$ cat src/rtl/func_test_sequencer_pkg.sv
// Shared constants, lane indices and state encoding for the functional-test sequencer.
package func_test_pkg;

  localparam logic [3:0] CMD_START_HI = 4'hA;
  localparam logic [7:0] CMD_STOP     = 8'h55;
  localparam logic [7:0] CMD_REQ      = 8'h5A;

  typedef logic [2:0] lane_t;

  localparam lane_t VB_VSEL  = 3'd0;
  localparam lane_t VB_HDVD  = 3'd1;
  localparam lane_t VB_SHIFT = 3'd2;
  localparam lane_t VB_CTRL  = 3'd3;
  localparam lane_t VB_SMP   = 3'd4;

  localparam logic [2:0] TB_IDLE     = 3'd0;
  localparam logic [2:0] TB_WAIT_REQ = 3'd3;

  typedef enum logic [7:0] {
    S_IDLE      = 8'b0000_0001,
    S_CFG       = 8'b0000_0010,
    S_START     = 8'b0000_0100,
    S_SAMPLES   = 8'b0000_1000,
    S_STOP      = 8'b0001_0000,
    S_WAIT_DONE = 8'b0010_0000,
    S_DRAIN     = 8'b0100_0000,
    S_DONE      = 8'b1000_0000
  } seq_state_e;

  function automatic logic [4:0] lane_onehot(input lane_t lane);
    lane_onehot = 5'd1 << lane;
  endfunction

endpackage

$ cat src/rtl/func_test_sequencer_if.sv
// Byte-stream bus between the sequencer (master) and the functional-test block (slave).
interface func_test_sequencer_if;
  logic [7:0] master_data;
  logic [4:0] valid_bus;
  logic [4:0] rdreq_bus;
  logic       have_msg;
  logic [7:0] len;
  logic [7:0] slave_data;
  logic [2:0] dut_state;

  modport master (
    output master_data, valid_bus, rdreq_bus,
    input  have_msg, len, slave_data, dut_state
  );

  modport slave (
    input  master_data, valid_bus, rdreq_bus,
    output have_msg, len, slave_data, dut_state
  );
endinterface

$ cat src/rtl/func_test_sequencer_pacer.sv
// Byte pacer: registers one {lane, byte} request as a one-cycle strobe and holds
// off the next request so strobes are at least GAP cycles apart.
module byte_pacer
  import func_test_pkg::*;
#(
  parameter int unsigned GAP = 4
) (
  input  logic       clk,
  input  logic       rst,
  input  logic       req_valid,
  input  lane_t      req_lane,
  input  logic [7:0] req_byte,
  output logic       ready,
  output logic [4:0] strobe,
  output logic [7:0] data
);

  localparam int unsigned CW = (GAP > 1) ? $clog2(GAP) : 1;

  logic [CW-1:0] gap_q, gap_d;
  logic [4:0]    strobe_q, strobe_d;
  logic [7:0]    data_q, data_d;

  assign ready  = (gap_q == '0);
  assign strobe = strobe_q;
  assign data   = data_q;

  always_comb begin
    gap_d    = gap_q;
    strobe_d = '0;
    data_d   = data_q;
    if (gap_q != '0) gap_d = gap_q - CW'(1);
    if (req_valid && ready) begin
      strobe_d = lane_onehot(req_lane);
      data_d   = req_byte;
      gap_d    = CW'(GAP - 1);
    end
  end

  always_ff @(posedge clk) begin
    if (rst) begin
      gap_q    <= '0;
      strobe_q <= '0;
      data_q   <= '0;
    end else begin
      gap_q    <= gap_d;
      strobe_q <= strobe_d;
      data_q   <= data_d;
    end
  end

endmodule

$ cat src/rtl/func_test_sequencer.sv
// Autonomous sequencer: configures the functional-test block, streams samples,
// stops it and drains the captured BOS words.
module func_test_sequencer
  import func_test_pkg::*;
#(
  parameter int unsigned GAP    = 4,
  parameter int unsigned RD_GAP = 3,
  parameter int unsigned TMO_W  = 20
) (
  input  logic                 sys_clk,
  input  logic                 rst,
  input  logic                 go,
  input  logic                 cfg_mode,
  input  logic                 cfg_vsel,
  input  logic                 cfg_hd,
  input  logic                 cfg_vd,
  input  logic [13:0]          cfg_black,
  input  logic [7:0]           cfg_reps,
  input  logic [15:0]          cfg_nsmp,
  input  logic [13:0]          smp_data,
  input  logic                 smp_valid,
  output logic                 smp_ready,
  func_test_sequencer_if.master bus,
  output logic [11:0]          res_data,
  output logic                 res_valid,
  output logic [15:0]          words_rx,
  output logic                 busy,
  output logic                 done,
  output logic [1:0]           err
);

  localparam int unsigned RDW = (RD_GAP > 1) ? $clog2(RD_GAP) : 1;

  seq_state_e state_q, state_d;

  logic        mode_q, mode_d, vsel_q, vsel_d, hd_q, hd_d, vd_q, vd_d;
  logic [13:0] black_q, black_d;
  logic [7:0]  reps_q, reps_d;
  logic [2:0]  idx_q, idx_d;
  logic [13:0] smp_q, smp_d;
  logic        have_smp_q, have_smp_d, half_q, half_d;
  logic [15:0] left_q, left_d;
  logic [TMO_W-1:0] tmo_q, tmo_d;
  logic        rdreq_q, rdreq_d, cap_q, cap_d;
  logic [RDW-1:0] rdgap_q, rdgap_d;
  logic        odd_q, odd_d;
  logic [7:0]  lo_q, lo_d;
  logic [11:0] res_data_q, res_data_d;
  logic        res_valid_q, res_valid_d;
  logic [15:0] words_q, words_d;
  logic [1:0]  err_q, err_d;

  logic        pace_valid, pace_ready, pace_fire, smp_fire, rd_fire;
  lane_t       pace_lane;
  logic [7:0]  pace_byte;

  byte_pacer #(.GAP(GAP)) u_pacer (
    .clk       (sys_clk),
    .rst       (rst),
    .req_valid (pace_valid),
    .req_lane  (pace_lane),
    .req_byte  (pace_byte),
    .ready     (pace_ready),
    .strobe    (bus.valid_bus),
    .data      (bus.master_data)
  );

  assign pace_fire     = pace_valid && pace_ready;
  assign smp_fire      = smp_valid && smp_ready;
  assign bus.rdreq_bus = {rdreq_q, 4'b0000};
  assign res_data      = res_data_q;
  assign res_valid     = res_valid_q;
  assign words_rx      = words_q;
  assign err           = err_q;

  always_ff @(posedge sys_clk) begin
    if (rst) begin
      state_q <= S_IDLE;
      mode_q <= 1'b0; vsel_q <= 1'b0; hd_q <= 1'b0; vd_q <= 1'b0;
      black_q <= '0; reps_q <= '0; idx_q <= '0;
      smp_q <= '0; have_smp_q <= 1'b0; half_q <= 1'b0; left_q <= '0;
      tmo_q <= '0; rdreq_q <= 1'b0; cap_q <= 1'b0; rdgap_q <= '0;
      odd_q <= 1'b0; lo_q <= '0;
      res_data_q <= '0; res_valid_q <= 1'b0; words_q <= '0; err_q <= '0;
    end else begin
      state_q <= state_d;
      mode_q <= mode_d; vsel_q <= vsel_d; hd_q <= hd_d; vd_q <= vd_d;
      black_q <= black_d; reps_q <= reps_d; idx_q <= idx_d;
      smp_q <= smp_d; have_smp_q <= have_smp_d; half_q <= half_d; left_q <= left_d;
      tmo_q <= tmo_d; rdreq_q <= rdreq_d; cap_q <= cap_d; rdgap_q <= rdgap_d;
      odd_q <= odd_d; lo_q <= lo_d;
      res_data_q <= res_data_d; res_valid_q <= res_valid_d; words_q <= words_d; err_q <= err_d;
    end
  end

  always_comb begin
    state_d = state_q;
    mode_d = mode_q; vsel_d = vsel_q; hd_d = hd_q; vd_d = vd_q;
    black_d = black_q; reps_d = reps_q; idx_d = idx_q;
    smp_d = smp_q; have_smp_d = have_smp_q; half_d = half_q; left_d = left_q;
    tmo_d = tmo_q + TMO_W'(1);
    rdreq_d = rd_fire;
    cap_d = rdreq_q;
    rdgap_d = (rdgap_q != '0) ? rdgap_q - RDW'(1) : rdgap_q;
    odd_d = odd_q; lo_d = lo_q;
    res_data_d = res_data_q; res_valid_d = 1'b0; words_d = words_q; err_d = err_q;

    if (rd_fire) rdgap_d = RDW'(RD_GAP - 1);

    // slave_data is valid in the cycle after the rdreq pulse
    if (cap_q) begin
      if (!odd_q) begin
        lo_d  = bus.slave_data;
        odd_d = 1'b1;
      end else begin
        res_data_d  = {bus.slave_data[3:0], lo_q};
        res_valid_d = 1'b1;
        odd_d       = 1'b0;
        if (words_q != 16'hFFFF) words_d = words_q + 16'd1;
      end
    end

    unique case (state_q)
      S_IDLE, S_DONE: begin
        if (go) begin
          words_d = '0;
          if (cfg_reps == '0 || cfg_nsmp == '0) begin
            err_d   = 2'b01;
            state_d = S_DONE;
          end else begin
            err_d = '0;
            mode_d = cfg_mode; vsel_d = cfg_vsel; hd_d = cfg_hd; vd_d = cfg_vd;
            black_d = cfg_black; reps_d = cfg_reps; left_d = cfg_nsmp;
            idx_d = '0; have_smp_d = 1'b0; half_d = 1'b0; odd_d = 1'b0;
            state_d = S_CFG;
          end
        end
      end
      S_CFG: begin
        if (pace_fire) begin
          if (idx_q == 3'd4) state_d = S_START;
          else               idx_d   = idx_q + 3'd1;
        end
      end
      S_START: if (pace_fire) state_d = S_SAMPLES;
      S_SAMPLES: begin
        if (smp_fire) begin
          smp_d      = smp_data;
          have_smp_d = 1'b1;
        end
        if (pace_fire) begin
          if (!half_q) begin
            half_d = 1'b1;
          end else begin
            half_d     = 1'b0;
            have_smp_d = 1'b0;
            left_d     = left_q - 16'd1;
            if (left_q == 16'd1) state_d = S_STOP;
          end
        end
      end
      S_STOP: if (pace_fire) state_d = S_WAIT_DONE;
      S_WAIT_DONE: begin
        if (pace_fire) begin
          state_d = S_DRAIN;
        end else if (tmo_q == '1) begin
          err_d   = 2'b10;
          state_d = S_DONE;
        end
      end
      S_DRAIN: begin
        if (rd_fire) tmo_d = '0;
        if (bus.dut_state == TB_IDLE && !rdreq_q && !cap_q) begin
          state_d = S_DONE;
        end else if (tmo_q == '1 && !rd_fire) begin
          err_d   = 2'b10;
          state_d = S_DONE;
        end
      end
      default: state_d = S_IDLE;
    endcase

    if (state_d != state_q) tmo_d = '0;
  end

  always_comb begin
    pace_valid = 1'b0;
    pace_lane  = VB_VSEL;
    pace_byte  = '0;
    smp_ready  = 1'b0;
    rd_fire    = 1'b0;
    busy       = !(state_q == S_IDLE || state_q == S_DONE);
    done       = (state_q == S_DONE);
    unique case (state_q)
      S_CFG: begin
        pace_valid = 1'b1;
        unique case (idx_q)
          3'd0:    begin pace_lane = VB_VSEL;  pace_byte = {7'b0, vsel_q};       end
          3'd1:    begin pace_lane = VB_HDVD;  pace_byte = {6'b0, hd_q, vd_q};   end
          3'd2:    begin pace_lane = VB_SHIFT; pace_byte = black_q[7:0];         end
          3'd3:    begin pace_lane = VB_SHIFT; pace_byte = {2'b0, black_q[13:8]}; end
          default: begin pace_lane = VB_SHIFT; pace_byte = reps_q;               end
        endcase
      end
      S_START: begin
        pace_valid = 1'b1;
        pace_lane  = VB_CTRL;
        pace_byte  = {CMD_START_HI, 3'b000, mode_q};
      end
      S_SAMPLES: begin
        smp_ready  = !have_smp_q;
        pace_valid = have_smp_q;
        pace_lane  = VB_SMP;
        pace_byte  = half_q ? {2'b0, smp_q[13:8]} : smp_q[7:0];
      end
      S_STOP: begin
        pace_valid = 1'b1;
        pace_lane  = VB_CTRL;
        pace_byte  = CMD_STOP;
      end
      S_WAIT_DONE: begin
        pace_valid = (bus.dut_state == TB_WAIT_REQ);
        pace_lane  = VB_CTRL;
        pace_byte  = CMD_REQ;
      end
      S_DRAIN: begin
        // no new read once the block reports idle, so exit never strands a pulse
        rd_fire = bus.have_msg && (bus.len != '0) && !rdreq_q && !cap_q &&
                  (rdgap_q == '0) && (bus.dut_state != TB_IDLE);
      end
      default: ;
    endcase
  end

endmodule

$ cat src/flat_wrapper.sv
// flat-port wrapper written by rule: the top's interface ports become plain ports
module func_test_sequencer_flat import func_test_pkg::*;
#(
  parameter int unsigned GAP    = 4,
  parameter int unsigned RD_GAP = 3,
  parameter int unsigned TMO_W  = 20
)
  (sys_clk, rst, go, cfg_mode, cfg_vsel, cfg_hd, cfg_vd, cfg_black, cfg_reps, cfg_nsmp, smp_data, smp_valid, smp_ready, res_data, res_valid, words_rx, busy, done, err, bus_master_data, bus_valid_bus, bus_rdreq_bus, bus_have_msg, bus_len, bus_slave_data, bus_dut_state);
  func_test_sequencer_if bus_i ();
  input  logic sys_clk;
  input  logic rst;
  input  logic go;
  input  logic cfg_mode;
  input  logic cfg_vsel;
  input  logic cfg_hd;
  input  logic cfg_vd;
  input  logic [13:0] cfg_black;
  input  logic [7:0] cfg_reps;
  input  logic [15:0] cfg_nsmp;
  input  logic [13:0] smp_data;
  input  logic smp_valid;
  output logic smp_ready;
  output logic [11:0] res_data;
  output logic res_valid;
  output logic [15:0] words_rx;
  output logic busy;
  output logic done;
  output logic [1:0] err;
  output wire logic [$bits(bus_i.master_data)-1:0] bus_master_data;
  output wire logic [$bits(bus_i.valid_bus)-1:0] bus_valid_bus;
  output wire logic [$bits(bus_i.rdreq_bus)-1:0] bus_rdreq_bus;
  input wire logic [$bits(bus_i.have_msg)-1:0] bus_have_msg;
  input wire logic [$bits(bus_i.len)-1:0] bus_len;
  input wire logic [$bits(bus_i.slave_data)-1:0] bus_slave_data;
  input wire logic [$bits(bus_i.dut_state)-1:0] bus_dut_state;
  assign bus_master_data = bus_i.master_data;
  assign bus_valid_bus = bus_i.valid_bus;
  assign bus_rdreq_bus = bus_i.rdreq_bus;
  assign bus_i.have_msg = bus_have_msg;
  assign bus_i.len = bus_len;
  assign bus_i.slave_data = bus_slave_data;
  assign bus_i.dut_state = bus_dut_state;
  func_test_sequencer #(.GAP(GAP), .RD_GAP(RD_GAP), .TMO_W(TMO_W)) u_core (.sys_clk(sys_clk), .rst(rst), .go(go), .cfg_mode(cfg_mode), .cfg_vsel(cfg_vsel), .cfg_hd(cfg_hd), .cfg_vd(cfg_vd), .cfg_black(cfg_black), .cfg_reps(cfg_reps), .cfg_nsmp(cfg_nsmp), .smp_data(smp_data), .smp_valid(smp_valid), .smp_ready(smp_ready), .bus(bus_i), .res_data(res_data), .res_valid(res_valid), .words_rx(words_rx), .busy(busy), .done(done), .err(err));
endmodule
$ cat config.mk
export PLATFORM = sky130hd
export DESIGN_NAME = func_test_sequencer_flat
export DESIGN_NICKNAME = d
export VERILOG_FILES = /design/src/rtl/func_test_sequencer_pkg.sv /design/src/rtl/func_test_sequencer_if.sv /design/src/rtl/func_test_sequencer_pacer.sv /design/src/rtl/func_test_sequencer.sv /design/src/flat_wrapper.sv
export SDC_FILE = /design/constraint.sdc
export NUM_CORES = 1
export LEC_CHECK = 0
export BUFFER_PORTS_ARGS = -buffer_cell sky130_fd_sc_hd__buf_2
export CAP_MARGIN = 40
export CORE_MARGIN = 8
export CORE_UTILIZATION = 50
export CTS_CLUSTER_DIAMETER = 30
export DETAILED_ROUTE_END_ITERATION = 8
export GPL_TIMING_DRIVEN = 0
export PLACE_DENSITY = 0.73
export SYNTH_ARGS = -nofsm -noshare
export SYNTH_HDL_FRONTEND = slang
export SYNTH_SLANG_ARGS = --single-unit
$ cat constraint.sdc
create_clock -name sys_clk -period 3.2 [get_ports sys_clk]
set_input_delay 0.32 -clock sys_clk [delete_from_list [all_inputs] [get_ports sys_clk]]
set_output_delay 0.32 -clock sys_clk [all_outputs]
set_load 0.005 [all_outputs]
# After elaboration in Yosys (flattened, before gate mapping)
# Cells that the tools add are included.
totals:
  in_bits: 80
  out_inout_bits: 52
  register_bits: 148
  wordCells: 177
op_classes:
  shifts: 1
  n_addsub: 6
  mux: 65
  eq_ne: 27
  bitwise: 4
  n_reduce_logical: 48
op_table:
  columns: ["cell", "n"]
  rows:
  - ["$mux 16", 9]
  - ["$mux 8", 14]
  - ["$pmux 8 s7", 1]
  - ["$mux 20", 2]
  - ["$pmux 8 s5", 1]
  - ["$pmux 16 s2", 1]
  - ["$pmux 8 s4", 1]
  - ["$add 20x1->20 const B", 1]
  - ["$eq 20x20->1 const B", 1]
  - ["$mux 2", 9]
  - ["$add 16x1->16 const B", 1]
  - ["$eq 16x1->1 const B", 1]
  - ["$logic_not 16->1", 1]
  - ["$mux 1", 16]
  - ["$ne 16x16->1 const B", 1]
  - ["$sub 16x1->16 const B", 1]
  - ["$mux 3", 4]
  - ["$reduce_bool 2->1", 6]
  - ["$logic_and 1x1->1", 10]
  - ["$ne 2x1->1 const B", 5]
  - ["$ne 2x2->1 const B", 5]
  - ["$reduce_and 5->1", 2]
  - ["$reduce_or 2->1", 5]
  - ["$eq 3x2->1 const B", 3]
  - ["33 further kinds", 50]

# Longest topological paths before layout
depth:
  ltp_word: 14
  ltp_mapped: 10
  depth_no_buf: 9

# By module
# From an unflattened synthesis, not the netlist that was laid out.
hier_totals:
  hier_cells: 908
  area_unflattened_um2: 7607.3
modules_own_cells:
  columns: ["mod", "instances", "seq_area_each_um2", "cells_per_inst", "area_per_inst_um2"]
  rows:
  - ["func_test_sequencer", 1, 2662.6, 846, 6919.1]
  - ["byte_pacer", 1, 300.3, 62, 688.2]

# Worst setup path after synthesis
# OpenSTA, ideal clock, no wires.
synth_timing:
  kind: "register to register"
  startpoint: "register u_core.tmo_q[0]"
  endpoint: "register u_core.tmo_q[1]"
  path_stages_with_launch: 10
  setup_time_ps: 119
  slack_ps: 736
  required_time_ps: 3081
  path_buffers: 1
  synth_period_minus_slack_ps: 2464
  arrival_ps: 2344
  cell_sequence: "dfxtp_1 ha_1 nand3_1 or4_1 nor3_2 o211ai_1 and3_1 o211ai_2 buf_6 nor3b_2"
synth_via:
  elab_chain_cells: 7
  elab_cells_between_ends: 12
  cone_classes: "add/sub (1); eq/ne (2); mux (7); reduce/logical (2)"
synth_lines:
  columns: ["element", "line", "source"]
  rows:
  - ["start, declared", "func_test_sequencer.sv:43", "logic [TMO_W-1:0] tmo_q, tmo_d;"]
  - ["start signal, assigned", "func_test_sequencer.sv:90", "tmo_q <= tmo_d; rdreq_q <= rdreq_d; cap_q <= cap_d; rdgap_q <= rdgap_d;"]
  - ["$eq 20x20->1", "func_test_sequencer.sv:166, func_test_sequencer.sv:175", null]
  - ["$logic_and 1x1->1", "func_test_sequencer.sv:175", "end else if (tmo_q == '1 && !rd_fire) begin"]
  - ["$mux 8", "func_test_sequencer.sv:175", null]
  - ["$mux 8", "func_test_sequencer.sv:173", "if (bus.dut_state == TB_IDLE && !rdreq_q && !cap_q) begin"]
  - ["$pmux 8 s7", "func_test_sequencer.sv:123", "unique case (state_q)"]
  - ["$ne 8x8->1", "func_test_sequencer.sv:183", "if (state_d != state_q) tmo_d = '0;"]
  - ["$reduce_or 2->1 (no source line)", null, null]
# Parallel ways exist; a longest one is shown, timed or not.
# A chain may end at the register's enable or synchronous reset.

# Final worst setup path
layout_timing:
  startpoint: "register u_core.state_q[5]"
  endpoint: "register u_core.left_q[7]"
layout_via:
  elab_chain_cells: 6
  elab_cells_between_ends: 18
  cone_classes: "eq/ne (11); mux (2); reduce/logical (5)"
layout_lines:
  columns: ["element", "line", "source"]
  rows:
  - ["start, declared", "func_test_sequencer.sv:34", "seq_state_e state_q, state_d;"]
  - ["start signal, assigned", "func_test_sequencer.sv:86", "state_q <= state_d;"]
  - ["$eq 8x3->1 (tied with other cells)", "func_test_sequencer.sv:194", "unique case (state_q)"]
  - ["$reduce_or 3->1 (no source line)", null, null]
  - ["$pmux 1 s3", "func_test_sequencer.sv:194", null]
  - ["$logic_and 1x1->1", "func_test_sequencer.sv:68", "assign pace_fire = pace_valid && pace_ready;"]
  - ["$ne 2x1->1 (no source line)", null, null]
  - ["$reduce_and 5->1 (no source line)", null, null]
  - ["end signal, assigned", "func_test_sequencer.sv:89", "smp_q <= smp_d; have_smp_q <= have_smp_d; half_q <= half_d; left_q <= left_d;"]
  - ["end, declared", "func_test_sequencer.sv:42", "logic [15:0] left_q, left_d;"]
# Parallel ways exist; a longest one is shown, timed or not.

==> results.yml <==
status:
  status: "complete, no violations"
die:
  design.die.area_mm2: 0.0185
  die-height_um: 136
  die_w_um: 136
  design.core.area_mm2: 0.0143
  rows: 44
  initial_core_util: 0.503
  ios: 132
synth:
  yosysMostFrequentCell: "dfxtp_1"
  yosysSeqAreaShare: 0.412
  synth_seq_cells: 148
  syn_avg_cell_area_um2: 8.34
  synthArstFlopShare: 0
  yosysTopAreaCell: "dfxtp_1"
  synth_edf_count: 0
  synth_top_area_share: 0.412
  ys_top_cells_by_count: "dfxtp_1, nand2_1, nor2_1"
  synth_warnings: 0
  synth.distinct_cells: 70
  synth_ff_type: "dfxtp_1"
  synthCells: 863
  syn_area_mm2: 0.00720
  synth.area.top_cells: "dfxtp_1, nand2_1, a21oi_1"
drt:
  drt_first_pass_iters: 7
  drtAntennaViolNets: 0
  vias: 6820
  vias_per_cell: 5.64
  drt-total-wl_mm: 19.7
  routedWlPerCell_um: 16.3
  drt_iter0_drc: 488
  post-route-drc-count: 0
clock_network:
  cts_tree: "yes"
  post_cts_buffers: 0
  cts.clk_slew.worst_paths_ns: 0.06
  cts_buffer_depth: 2
  numCtsBuffers: 17
  cts_resized: 0
  htreeDepth: 4
  clk_latency_ns: 0.42
  cts_root_buffer: "clkbuf_16"
  cts.sinks: 148
  cts_hold_buf: 0
global_route:
  grt_max_degree: 17
  grt_pass1_vias: 6332
  grt_pass1_wl_mm: 31.6
  grt_usage: 0.212
  grt_overflow: 0
  antenna_found_initial: 1
finish:
  final_cell_area_mm2: 0.00871
  fin_util: 0.609
  nNetsFinal: 1104
  fill_cells: 1327
  final_layout_size_suffix_gt1_frac: 0.221
  area_growth_pct: 21.1
placement:
  pre_cts_ws_ns: 0.0724
  placed_area_mm2: 0.00808
  dp_hpwl_mm: 14.4
  gp_congestion: 0.902
  io_buffers: 127
setup_path:
  arrival_ns: 3.27
  worstReg2RegStart: "u_core.state_q[5]"
  end_kind: "register"
  timing.rr.end: "u_core.left_q[7]"
  critPathRequiredTime_ns: 3.49
  path_class: "register to register"
  startpoint_type: "register"
  rrSetupSlack_ns: 0.21
  reg2reg_depth: 9
  crit_fanout: 10
sta:
  finalSetupViolCount: 0
  drv_slew: 0
  min_period_ns: 2.99
  period_share: 0.934
  slew_headroom: 0.417
  rsz0062_at_grt: "false"
  finalClockSkew_ns: 0.00715
  setup_slack_ns: 0.213
  tns_ns: 0
  fmax_ghz: 0.335
  worst_slew_pin_slew_ns: 0.867
  hold_viol: 0
hold_path:
  holdPathStages: 3
  min_path_type: "input port to register"
  worstHoldStart: "cfg_black[1]"
  min_to: "u_core.black_q[1]"
job:
  drv_cap: 0
pwr:
  power_density_mw_per_mm2: 537
  leakagePower_nw: 3.30
  peakVddDrop_v: 0.000474
-- state kept, by name, indices dropped and copies added (netlist names), 2 cells and up --
| name | cells |
|---|---|
| u_core.words_rx | 16 |
| u_core.reps_q | 8 |
| u_core.idx_q | 3 |
| u_core.left_q | 16 |
| u_core.rdgap_q | 2 |
| u_core.black_q | 14 |
| u_core.u_pacer.strobe | 5 |
| u_core.lo_q | 8 |
| u_core.res_data | 12 |
| u_core.smp_q | 14 |
| u_core.u_pacer.gap_q | 2 |
| u_core.err | 2 |
| u_core.state_q | 8 |
| u_core.tmo_q | 20 |
| u_core.u_pacer.data | 8 |
-- how the worst max path moves through the flow --
stage,slack [ns],end,startpoint
2_1_floorplan,0.74,u_core.tmo_q[1],u_core.tmo_q[0]
3_3_place_gp,0.11,u_core.tmo_q[1],u_core.tmo_q[0]
3_5_place_dp,0.07,u_core.tmo_q[1],u_core.tmo_q[0]
4_1_cts,0.09,u_core.tmo_q[19],u_core.tmo_q[0]
5_1_grt,0.03,u_core.tmo_q[1],u_core.tmo_q[0]
6_report,0.21,u_core.left_q[7],u_core.state_q[5]
-- cells in the final DEF, fill, tap and decap left out, types with 7 or more instances in the layout --
cell | netlist | final
a22oi_1 | 7 | 7
nand4_1 | 16 | 16
nor2_1 | 83 | 83
dfxtp_1 | 148 | 148
and3_1 | 11 | 11
o211ai_1 | 8 | 8
mux2i_1 | 27 | 27
a221oi_1 | 8 | 8
xor2_1 | 19 | 19
xnor2_1 | 11 | 11
or4_1 | 7 | 7
nor4_1 | 13 | 13
buf_4 | 10 | 10
clkbuf_1 | 37 | 40
a211oi_1 | 11 | 11
nand2_1 | 141 | 141
clkbuf_16 | 0 | 17
nand3_1 | 22 | 22
inv_1 | 23 | 23
nor3_1 | 13 | 13
ha_1 | 12 | 12
nor3_2 | 21 | 21
a21oi_1 | 75 | 75
buf_2 | 5 | 132
o21ai_0 | 34 | 34
-- cell type report --
type,count,area (um^2),area share
antenna,1,2.50,0.000287
buffer,57,280,0.0322
clock buffer,20,437,0.0501
clock inverter,12,180,0.0207
inverter,24,90.1,0.0103
multi-input combinational,637,3900,0.447
sequential,148,2960,0.340
tap,184,230,0.0264
timing repair buffer,127,636,0.0729
-- cells by family (layout without fill, tap and decap cells) --
logic type	count (synthesis)	after routing	share of synthesized area
flops	148	148	0.412
other cells	1	5	0.000521
fa+ha+maj	12	12	0.0209
simple gates	374	374	0.270
xor+xnor	30	30	0.0365
buf+inv	81	240	0.0514
compound gates	188	188	0.169
mux	29	29	0.0407
-- metal layers --
| layer | track usage | routed length [um] |
|---|---|---|
| met5 | 0 | 0 |
| met4 | 0.0879 | 535 |
| met3 | 0.0480 | 1380 |
| met2 | 0.329 | 9010 |
| met1 | 0.277 | 8800 |
-- critical path, stage by stage, from the launching register on --
cell and delay [ns]:
dfxtp_1 0.29, buf_2 0.18, or4_4 0.57, nor4_4 0.61, nand2_1 0.22, o31ai_4 0.40, buf_4 0.26, o21ai_1 0.08
a22oi_1 0.16, nor2_1 0.06
-- through the flow --
step                      hold slack (ns)  cells  total power [W]
after floorplan                     0.421    866          0.00241
after global placement              0.436   1177          0.00261
after detailed placement            0.438   1177          0.00262
after CTS                           0.124   1209          0.00469
after global routing                0.129   1210          0.00487
final                               0.127   1210          0.00468
-- where the power goes --
group	leakage [nW]	switching (W)	internal (W)
registers	1.20	0.0000555	0.00192
logic	1.81	0.000407	0.000211
clock network	0.295	0.000784	0.00131
Note: power is estimated with default switching activity, not from simulation.
